===== src/rtl/pipe_ctrl_pkg.sv =====
// Shared types and defaults for the pipeline stall/flush sequencer.
package pipe_ctrl_pkg;

  typedef enum logic [1:0] {
    RUN     = 2'd0,
    DC_WAIT = 2'd1,
    MD_BUSY = 2'd2
  } state_e;

  localparam int MD_LATENCY_DEF = 32;
  localparam int PERF_W_DEF     = 32;

endpackage


===== src/rtl/pipe_perf_cnt.sv =====
// Saturating event counter: counts inc cycles, sticks at all-ones.
module pipe_perf_cnt #(
  parameter int W = 32
) (
  input  logic         clk,
  input  logic         rst,
  input  logic         inc,
  output logic [W-1:0] cnt
);

  always_ff @(posedge clk or posedge rst) begin
    if (rst) begin
      cnt <= '0;
    end else if (inc && (cnt != '1)) begin
      cnt <= cnt + 1'b1;
    end
  end

endmodule


===== src/rtl/pipe_hazard_ctrl.sv =====
// Stall/flush sequencer for the 5-stage pipeline: D-cache freeze > mul/div > redirect > load-use.
// Performance counters are built only when PIPE_HAZARD_PERF_EN is defined.
module pipe_hazard_ctrl
  import pipe_ctrl_pkg::*;
#(
  parameter int ADDR_WIDTH = 5,
  parameter int MD_LATENCY = MD_LATENCY_DEF,
  parameter int PERF_W     = PERF_W_DEF
) (
  input  logic                  clk,
  input  logic                  rst,
  input  logic [ADDR_WIDTH-1:0] ID_Rs1_Addr,
  input  logic [ADDR_WIDTH-1:0] ID_Rs2_Addr,
  input  logic                  ID_Rs1_Used,
  input  logic                  ID_Rs2_Used,
  input  logic [ADDR_WIDTH-1:0] EX_Rd_Addr,
  input  logic                  EX_Mem_r,
  input  logic                  EX_Redirect,
  input  logic                  EX_MulDiv,
  input  logic                  MEM_DC_Req,
  input  logic                  MEM_DC_Ready,
  output logic                  PC_Stall,
  output logic                  IF_ID_Stall,
  output logic                  IF_ID_Flush,
  output logic                  ID_EX_Stall,
  output logic                  ID_EX_Flush,
  output logic                  EX_MEM_Stall,
  output logic                  EX_MEM_Flush,
  output logic                  MEM_WB_Flush,
  output logic [PERF_W-1:0]     Stall_Cnt,
  output logic [PERF_W-1:0]     Flush_Cnt,
  output state_e                dbg_state
);

  localparam int              MD_W    = $clog2(MD_LATENCY);
  localparam logic [MD_W-1:0] MD_LOAD = MD_W'(MD_LATENCY - 2);

  state_e          state, state_nx;
  logic [MD_W-1:0] md_cnt, md_cnt_nx;
  logic            freeze, load_use, md_active;

  assign freeze   = MEM_DC_Req && !MEM_DC_Ready;
  assign load_use = EX_Mem_r && (EX_Rd_Addr != '0) &&
                    ((ID_Rs1_Used && (ID_Rs1_Addr == EX_Rd_Addr)) ||
                     (ID_Rs2_Used && (ID_Rs2_Addr == EX_Rd_Addr)));
  assign dbg_state = state;

  always_ff @(posedge clk or posedge rst) begin
    if (rst) begin
      state  <= RUN;
      md_cnt <= '0;
    end else begin
      state  <= state_nx;
      md_cnt <= md_cnt_nx;
    end
  end

  always_comb begin
    state_nx     = state;
    md_cnt_nx    = md_cnt;
    md_active    = 1'b0;
    PC_Stall     = 1'b0;
    IF_ID_Stall  = 1'b0;
    IF_ID_Flush  = 1'b0;
    ID_EX_Stall  = 1'b0;
    ID_EX_Flush  = 1'b0;
    EX_MEM_Stall = 1'b0;
    EX_MEM_Flush = 1'b0;
    MEM_WB_Flush = 1'b0;

    if (freeze) begin
      // A frozen mul/div stays in MD_BUSY with md_cnt paused.
      PC_Stall     = 1'b1;
      IF_ID_Stall  = 1'b1;
      ID_EX_Stall  = 1'b1;
      EX_MEM_Stall = 1'b1;
      MEM_WB_Flush = 1'b1;
      if (state != MD_BUSY) state_nx = DC_WAIT;
    end else begin
      if (state == MD_BUSY) begin
        if (md_cnt != '0) begin
          md_active = 1'b1;
          md_cnt_nx = md_cnt - 1'b1;
        end else begin
          state_nx = RUN;
        end
      end else if (EX_MulDiv) begin
        // DC_WAIT releasing this cycle behaves as RUN.
        md_active = 1'b1;
        state_nx  = MD_BUSY;
        md_cnt_nx = MD_LOAD;
      end else begin
        state_nx = RUN;
      end

      if (md_active) begin
        PC_Stall     = 1'b1;
        IF_ID_Stall  = 1'b1;
        ID_EX_Stall  = 1'b1;
        EX_MEM_Flush = 1'b1;
      end else if (EX_Redirect) begin
        IF_ID_Flush = 1'b1;
        ID_EX_Flush = 1'b1;
      end else if (load_use) begin
        PC_Stall    = 1'b1;
        IF_ID_Stall = 1'b1;
        ID_EX_Flush = 1'b1;
      end
    end

    if (rst) begin
      PC_Stall     = 1'b0;
      IF_ID_Stall  = 1'b0;
      IF_ID_Flush  = 1'b0;
      ID_EX_Stall  = 1'b0;
      ID_EX_Flush  = 1'b0;
      EX_MEM_Stall = 1'b0;
      EX_MEM_Flush = 1'b0;
      MEM_WB_Flush = 1'b0;
    end
  end

`ifdef PIPE_HAZARD_PERF_EN
  pipe_perf_cnt #(.W(PERF_W)) u_stall_cnt (
    .clk (clk),
    .rst (rst),
    .inc (PC_Stall),
    .cnt (Stall_Cnt)
  );

  pipe_perf_cnt #(.W(PERF_W)) u_flush_cnt (
    .clk (clk),
    .rst (rst),
    .inc (IF_ID_Flush),
    .cnt (Flush_Cnt)
  );
`else
  assign Stall_Cnt = '0;
  assign Flush_Cnt = '0;
`endif

endmodule


===== config.mk =====
export PLATFORM = sky130hd
export DESIGN_NAME = pipe_hazard_ctrl
export DESIGN_NICKNAME = d
export VERILOG_FILES = /design/src/rtl/pipe_ctrl_pkg.sv /design/src/rtl/pipe_perf_cnt.sv /design/src/rtl/pipe_hazard_ctrl.sv
export SDC_FILE = /design/constraint.sdc
export NUM_CORES = 1
export LEC_CHECK = 0
export CAP_MARGIN = 20
export CORE_MARGIN = 3
export CORE_UTILIZATION = 25
export DETAILED_ROUTE_END_ITERATION = 7
export PLACE_DENSITY = 0.66
export SYNTH_ARGS = -nofsm -noshare
export SYNTH_HDL_FRONTEND = slang
export SYNTH_HIERARCHICAL = 1
export SYNTH_SLANG_ARGS = --single-unit

===== constraint.sdc =====
create_clock -name clk -period 2.6 [get_ports clk]
set_clock_uncertainty 0.15 [all_clocks]
set_input_delay 0.52 -clock clk [delete_from_list [all_inputs] [get_ports clk]]
set_output_delay 0.52 -clock clk [all_outputs]
set_load 0.1 [all_outputs]

==> flow_metrics.py, run 1 <==
metrics = {
    "outcome": {
        "status": "finished with violations",
        "violations": "setup timing",
    },
    "hold_path": {
        "hp-class": "reg -> reg",
    },
    "timing": {
        "fin_crit_ns": 2.75,
        "hold_viol_final": 0,
        "setup_ws_ns": -0.149,
        "holdWs_ns": 0.384,
        "maxSlewViolCount": 0,
        "rsz0062_at_grt": "yes",
        "setup_violations": 5,
        "finalCritPeriodShare_pct": 106,
        "fmax_ghz": 0.364,
    },
    "clocking": {
        "clock_sinks": 7,
        "htreeDepth": 1,
        "holdBufCountCts": 0,
        "insertion_delay_ns": 0.23,
        "clk_path_buf_depth": 2,
        "numCtsBuffers": 3,
        "cts_tree": "done",
        "clk_pin_slew_worst_paths_ns": 0.04,
        "cts-root-buf": "clkbuf_8",
    },
    "flow_run": {
        "cap_violations": 0,
    },
    "global_routing": {
        "first_global_vias": 734,
        "antenna_found_initial": 0,
        "gr-total-overflow": 0,
        "track_usage_pct": 7.89,
        "grt_pass1_wl_microns": 3320,
        "grt_max_degree": 11,
    },
    "synth": {
        "synthArstFlopShare_pct": 100,
        "yosysWarningCount": 6,
        "yosysTopAreaCellShare_pct": 44.7,
        "synth_commonest_cells": "buf_4, xor2_1, dfrtp_1, nor2_1",
        "synth.most_common_cell": "buf_4",
        "synth_enable_flop_cells": 0,
        "yosysSeqAreaShare_pct": 15.8,
        "synth_cells": 138,
        "syn_area_sq_um": 1110,
        "yosysTopAreaCell": "buf_4",
        "synthFlopType": "dfrtp_1",
        "yosysUniqueCellTypes": 34,
        "avgSynthCellArea_sq_um": 8.03,
        "ys_ff_latch": 7,
        "synthTopCellsByArea": "buf_4, dfrtp_1, xor2_1",
    },
    "setup_path": {
        "reg2reg_to": "md_cnt[4]",
        "startpoint": "md_cnt[1]",
        "reg2regPathDepth": 6,
        "r2r_setup_slack_ns": 0.44,
        "worstPathArrival_ns": 2.08,
        "crit_path_start_kind": "flop",
        "cp-endpoint": "ID_EX_Flush",
        "worstPathMaxFanout": 4,
        "crit_required_ns": 1.93,
        "worstSetupEndpointType": "output pin",
        "r2r_start": "dbg_state[1]",
        "critPathKind": "reg -> out",
    },
    "layout": {
        "fin_nets": 210,
        "stdcell_area_sq_um": 1560,
        "antenna_cells": 0,
        "areaGrowthSynthToFinish_pct": 40.3,
        "drive_above_1_share_pct": 25.7,
    },
    "die": {
        "die_h_microns": 72.6,
        "core-area_sq_um": 4140,
        "num_rows": 23,
        "die_x_microns": 72.6,
        "dieArea_sq_um": 5270,
        "start_util_pct": 26.8,
        "boundaryPins": 98,
    },
    "power": {
        "p_leak_nw": 0.752,
        "vdd_drop_max_v": 0.000384,
        "powerDensity_nw_per_um2": 894,
    },
    "drt": {
        "drc": 0,
        "viasPerCell": 3.61,
        "drt_iter0_drc": 16,
        "routedWlPerCell_microns": 10.5,
        "drt-total-wl_microns": 2450,
        "vias": 840,
        "first_pass_iters": 4,
        "antenna_left": 0,
    },
    "placed_design": {
        "hpwl_microns": 2030,
        "place_area_sq_um": 1430,
        "place_congestion": 0.773,
        "portBuffers": 33,
    },
}
## kinds of logic (layout without fill, tap and decap cells)
group / Yosys count / in the layout / share of synthesized area [%]
other: 1 / 64 / 0.338
adder cells (fa/ha/maj): 2 / 2 / 2.26
buffers and inverters: 72 / 54 / 47.4
AND/OR/NAND/NOR: 31 / 31 / 16.7
multiplexers: 1 / 1 / 1.24
AO/OA/AOI/OAI: 14 / 14 / 8.35
flip-flops: 7 / 7 / 15.8
XOR/XNOR: 10 / 10 / 7.90
## critical path, stage by stage (launching register included)
cell and delay (ns):
dfrtp_1 0.39, inv_2 0.08, ha_4 0.12, or4b_4 0.48, mux2i_4 0.24, and3_4 0.23, o21bai_4 0.12, buf_12 0.19
## cell usage in the layout, fill, tap and decap left out, types with 4 or more instances in the layout
cell type / synthesis / layout
conb_1: 1 / 64
dfrtp_1: 7 / 5
nand2_1: 4 / 4
nand3_1: 4 / 4
nor2_1: 6 / 5
buf_4: 66 / 13
buf_12: 0 / 8
dlygate4sd2_1: 0 / 4
clkdlybuf4s50_1: 0 / 16
xor2_1: 8 / 8
## routing by layer
layer	vias up	part of all wire, %	routed length [microns]	global-route usage, %
met5	-	0	0	0
met4	0	0.94	23	3.07
met3	2	8.3	203	0.826
met2	50	52	1290	13.2
met1	373	38	936	10.3
li1	415	-	-	-
## through the flow
step           setup TNS [ns]  worst slack (ns)  instances  total power, mW  utilization [%]
2_1_floorplan           -1.45            -0.526        201             1.04                -
3_3_place_gp           -0.709            -0.241        226             1.16             34.5
3_5_place_dp           -0.809            -0.273        226             1.17             34.5
4_1_cts                -0.542            -0.166        231             1.35             36.5
5_1_grt                -0.853            -0.212        233             1.46             37.5
6_report               -0.540            -0.149        233             1.39             37.5
## power by group
group	leakage [nW]	switching (mW)	total [mW]	internal, mW
Sequential	0.0758	0.0361	0.198	0.161
Clock	0.0228	0.0479	0.154	0.106
Combinational	0.653	0.763	1.04	0.275
## sequential cells by signal (all words and copies together) (netlist names)
name / flops
dbg_state: 2
md_cnt: 5
## layout make-up
cell class,instances,area [sq um]
fillers,424,2590
multi-input cells,122,737
repair buffers,46,513
flip-flops and latches,7,183
well taps,50,62.6
clock buffers,4,45.0
inverters,4,15.0
## worst min-delay path by stage
stage                          from        end  slack [ns]  cells past startpoint
after floorplan                 rst  md_cnt[0]        0.17                      1
after global placement    md_cnt[1]  md_cnt[1]        0.35                      2
after detailed placement  md_cnt[1]  md_cnt[1]        0.36                      2
after CTS                 md_cnt[1]  md_cnt[1]        0.37                      2
after global routing      md_cnt[1]  md_cnt[1]        0.44                      2
final                     md_cnt[1]  md_cnt[1]        0.38                      2
## what timing repair did
item,CTS,global route
endpoints found under the hold margin,0,0
setup buffers,1,2
endpoints found under the setup margin,6,6
gates cloned,0,0
resized for setup,12,8
pin swaps,3,4
Power figures use the tool's default switching activity.
==> inputs of run 2 (changes only) <==
TNS_END_PERCENT = 100   (was unset)
==> results of run 2 <==
Same layout as run 1: the final DEF is identical, and so are final timing and power.
==> inputs of run 3 (changes only) <==
CELL_PAD_IN_SITES_DETAIL_PLACEMENT = 1   (was unset)
CELL_PAD_IN_SITES_GLOBAL_PLACEMENT = 1   (was unset)
CORE_MARGIN = 2   (was 3)
CORE_UTILIZATION = 21   (was 25)
PLACE_DENSITY = 0.81   (was 0.66)
==> run 3 against run 2 <==
Die area grew 12%; sequential share of layout area shrank 0.38 points; the flow still finishes with violations (setup timing); clock power is essentially flat; global-route usage grew 1.5 points; first-iteration DRC count grew 38%; maximum frequency shrank 0.95%; largest cell class unchanged; sequential power grew 5%; final area grew 3.3%; power grew 4.5%; flip-flop and latch count is the same; hold slack gained 0.026 ns; combinational power grew 5%.
==> flow_metrics.py, run 3 (same netlist as run 1, synthesis figures left out) <==
metrics = {
    "clocking": {
        "clk_path_buf_depth": 2,
        "clk_pin_slew_worst_paths_ns": 0.04,
        "cts_tree": "done",
        "holdBufCountCts": 0,
        "insertion_delay_ns": 0.23,
        "htreeDepth": 1,
        "cts-root-buf": "clkbuf_8",
        "clock_sinks": 7,
        "numCtsBuffers": 3,
    },
    "drt": {
        "drc": 0,
        "first_pass_iters": 4,
        "vias": 922,
        "antenna_left": 0,
        "routedWlPerCell_microns": 11.6,
        "viasPerCell": 3.59,
        "drt_iter0_drc": 22,
        "drt-total-wl_microns": 2990,
    },
    "setup_path": {
        "worstPathMaxFanout": 4,
        "worstSetupEndpointType": "output pin",
        "startpoint": "md_cnt[0]",
        "worstPathArrival_ns": 2.11,
        "reg2regPathDepth": 6,
        "critPathKind": "reg -> out",
        "r2r_start": "dbg_state[1]",
        "crit_path_start_kind": "flop",
        "r2r_setup_slack_ns": 0.44,
        "crit_required_ns": 1.93,
        "reg2reg_to": "md_cnt[4]",
    },
    "layout": {
        "regArea_sq_um": 183,
        "layout_commonest_cell": "conb_1",
        "drive_above_1_share_pct": 26.7,
        "antenna_cells": 0,
        "finish.utilization_pct": 31.5,
        "fin_nets": 214,
        "multiInputGateArea_sq_um": 731,
        "largest_register": "md_cnt",
        "final_cells": 257,
        "final_cell_mix": "conb_1, clkdlybuf4s50_1, buf_4",
        "areaGrowthSynthToFinish_pct": 44.9,
        "largest_reg_flops": 5,
        "fillCellCount": 625,
    },
    "hold_path": {
        "min_from": "md_cnt[4]",
        "hold_end": "md_cnt[4]",
        "hp-class": "reg -> reg",
        "holdPathStages": 2,
    },
    "timing": {
        "tns_ns": -0.708,
        "hold_viol_final": 0,
        "fin_crit_ns": 2.78,
        "holdWs_ns": 0.410,
        "setup_violations": 6,
        "fmax_ghz": 0.360,
        "rsz0062_at_grt": "yes",
        "setup_ws_ns": -0.176,
        "maxSlewViolCount": 0,
        "finalCritPeriodShare_pct": 107,
    },
    "die": {
        "num_rows": 26,
        "dieArea_sq_um": 5880,
        "die_x_microns": 76.7,
        "core-area_sq_um": 5110,
        "start_util_pct": 21.7,
        "die_h_microns": 76.7,
        "boundaryPins": 98,
    },
    "global_routing": {
        "first_global_vias": 870,
        "gr-total-overflow": 0,
        "antenna_found_initial": 0,
        "track_usage_pct": 9.42,
        "grt_max_degree": 11,
        "grt_pass1_wl_microns": 4340,
    },
    "outcome": {
        "violations": "setup timing",
        "status": "finished with violations",
    },
    "placed_design": {
        "portBuffers": 33,
        "dp_cells": 246,
        "place_congestion": 0.687,
        "hpwl_microns": 2300,
    },
    "flow_run": {
        "cap_violations": 0,
    },
    "power": {
        "p_leak_nw": 0.750,
        "vdd_drop_max_v": 0.000303,
        "p_total_mw": 1.45,
        "powerDensity_nw_per_um2": 904,
    },
}
[run 3: what timing repair did]
action	CTS	global route
pin swaps	5	2
endpoints found under the hold margin	0	0
gates cloned	0	0
setup endpoints to repair	6	6
gates resized for setup	18	1
buffers inserted	4	4
[run 3: per-layer routing]
| metal | vias up | routed length, microns | track usage (%) |
|---|---|---|---|
| met5 | - | 0 | 0 |
| met3 | 6 | 235 | 1.88 |
| met1 | 432 | 979 | 9.53 |
| met4 | 0 | 57 | 3.27 |
| met2 | 62 | 1720 | 18.8 |
| li1 | 422 | - | - |
[run 3: layout make-up]
cell class | instances | area share, %
tap | 70 | 5.45
multi-input combinational | 122 | 45.5
clock buffer | 4 | 2.80
timing repair buffer | 50 | 34.0
sequential | 7 | 11.4
inverter | 4 | 0.935
[run 3: worst max path at each step]
stage | slack, ns | end | cells after the start
floorplan | -0.53 | PC_Stall | 6
global placement | -0.27 | IF_ID_Stall | 6
detailed placement | -0.34 | PC_Stall | 6
CTS | -0.17 | ID_EX_Flush | 7
global route | -0.25 | ID_EX_Flush | 7
finish | -0.18 | ID_EX_Flush | 7
[run 3: critical path, cell delays in order, from the launching register on]
cell and delay (ns):
dfrtp_1 0.39, inv_2 0.09, ha_4 0.13, or4b_4 0.48
mux2i_4 0.24, and3_4 0.23, o21bai_4 0.12, buf_12 0.18
[run 3: through the flow]
stage	instance area, sq um	worst slack [ns]
final	1610	-0.176
after global routing	1610	-0.246
after CTS	1580	-0.174
after detailed placement	1470	-0.343
after global placement	1470	-0.274
after floorplan	1410	-0.526
[run 3: report_power, final]
group	internal, mW	switching, mW	leakage (nW)
logic	0.306	0.789	0.651
registers	0.161	0.0452	0.0758
clock network	0.106	0.0458	0.0228
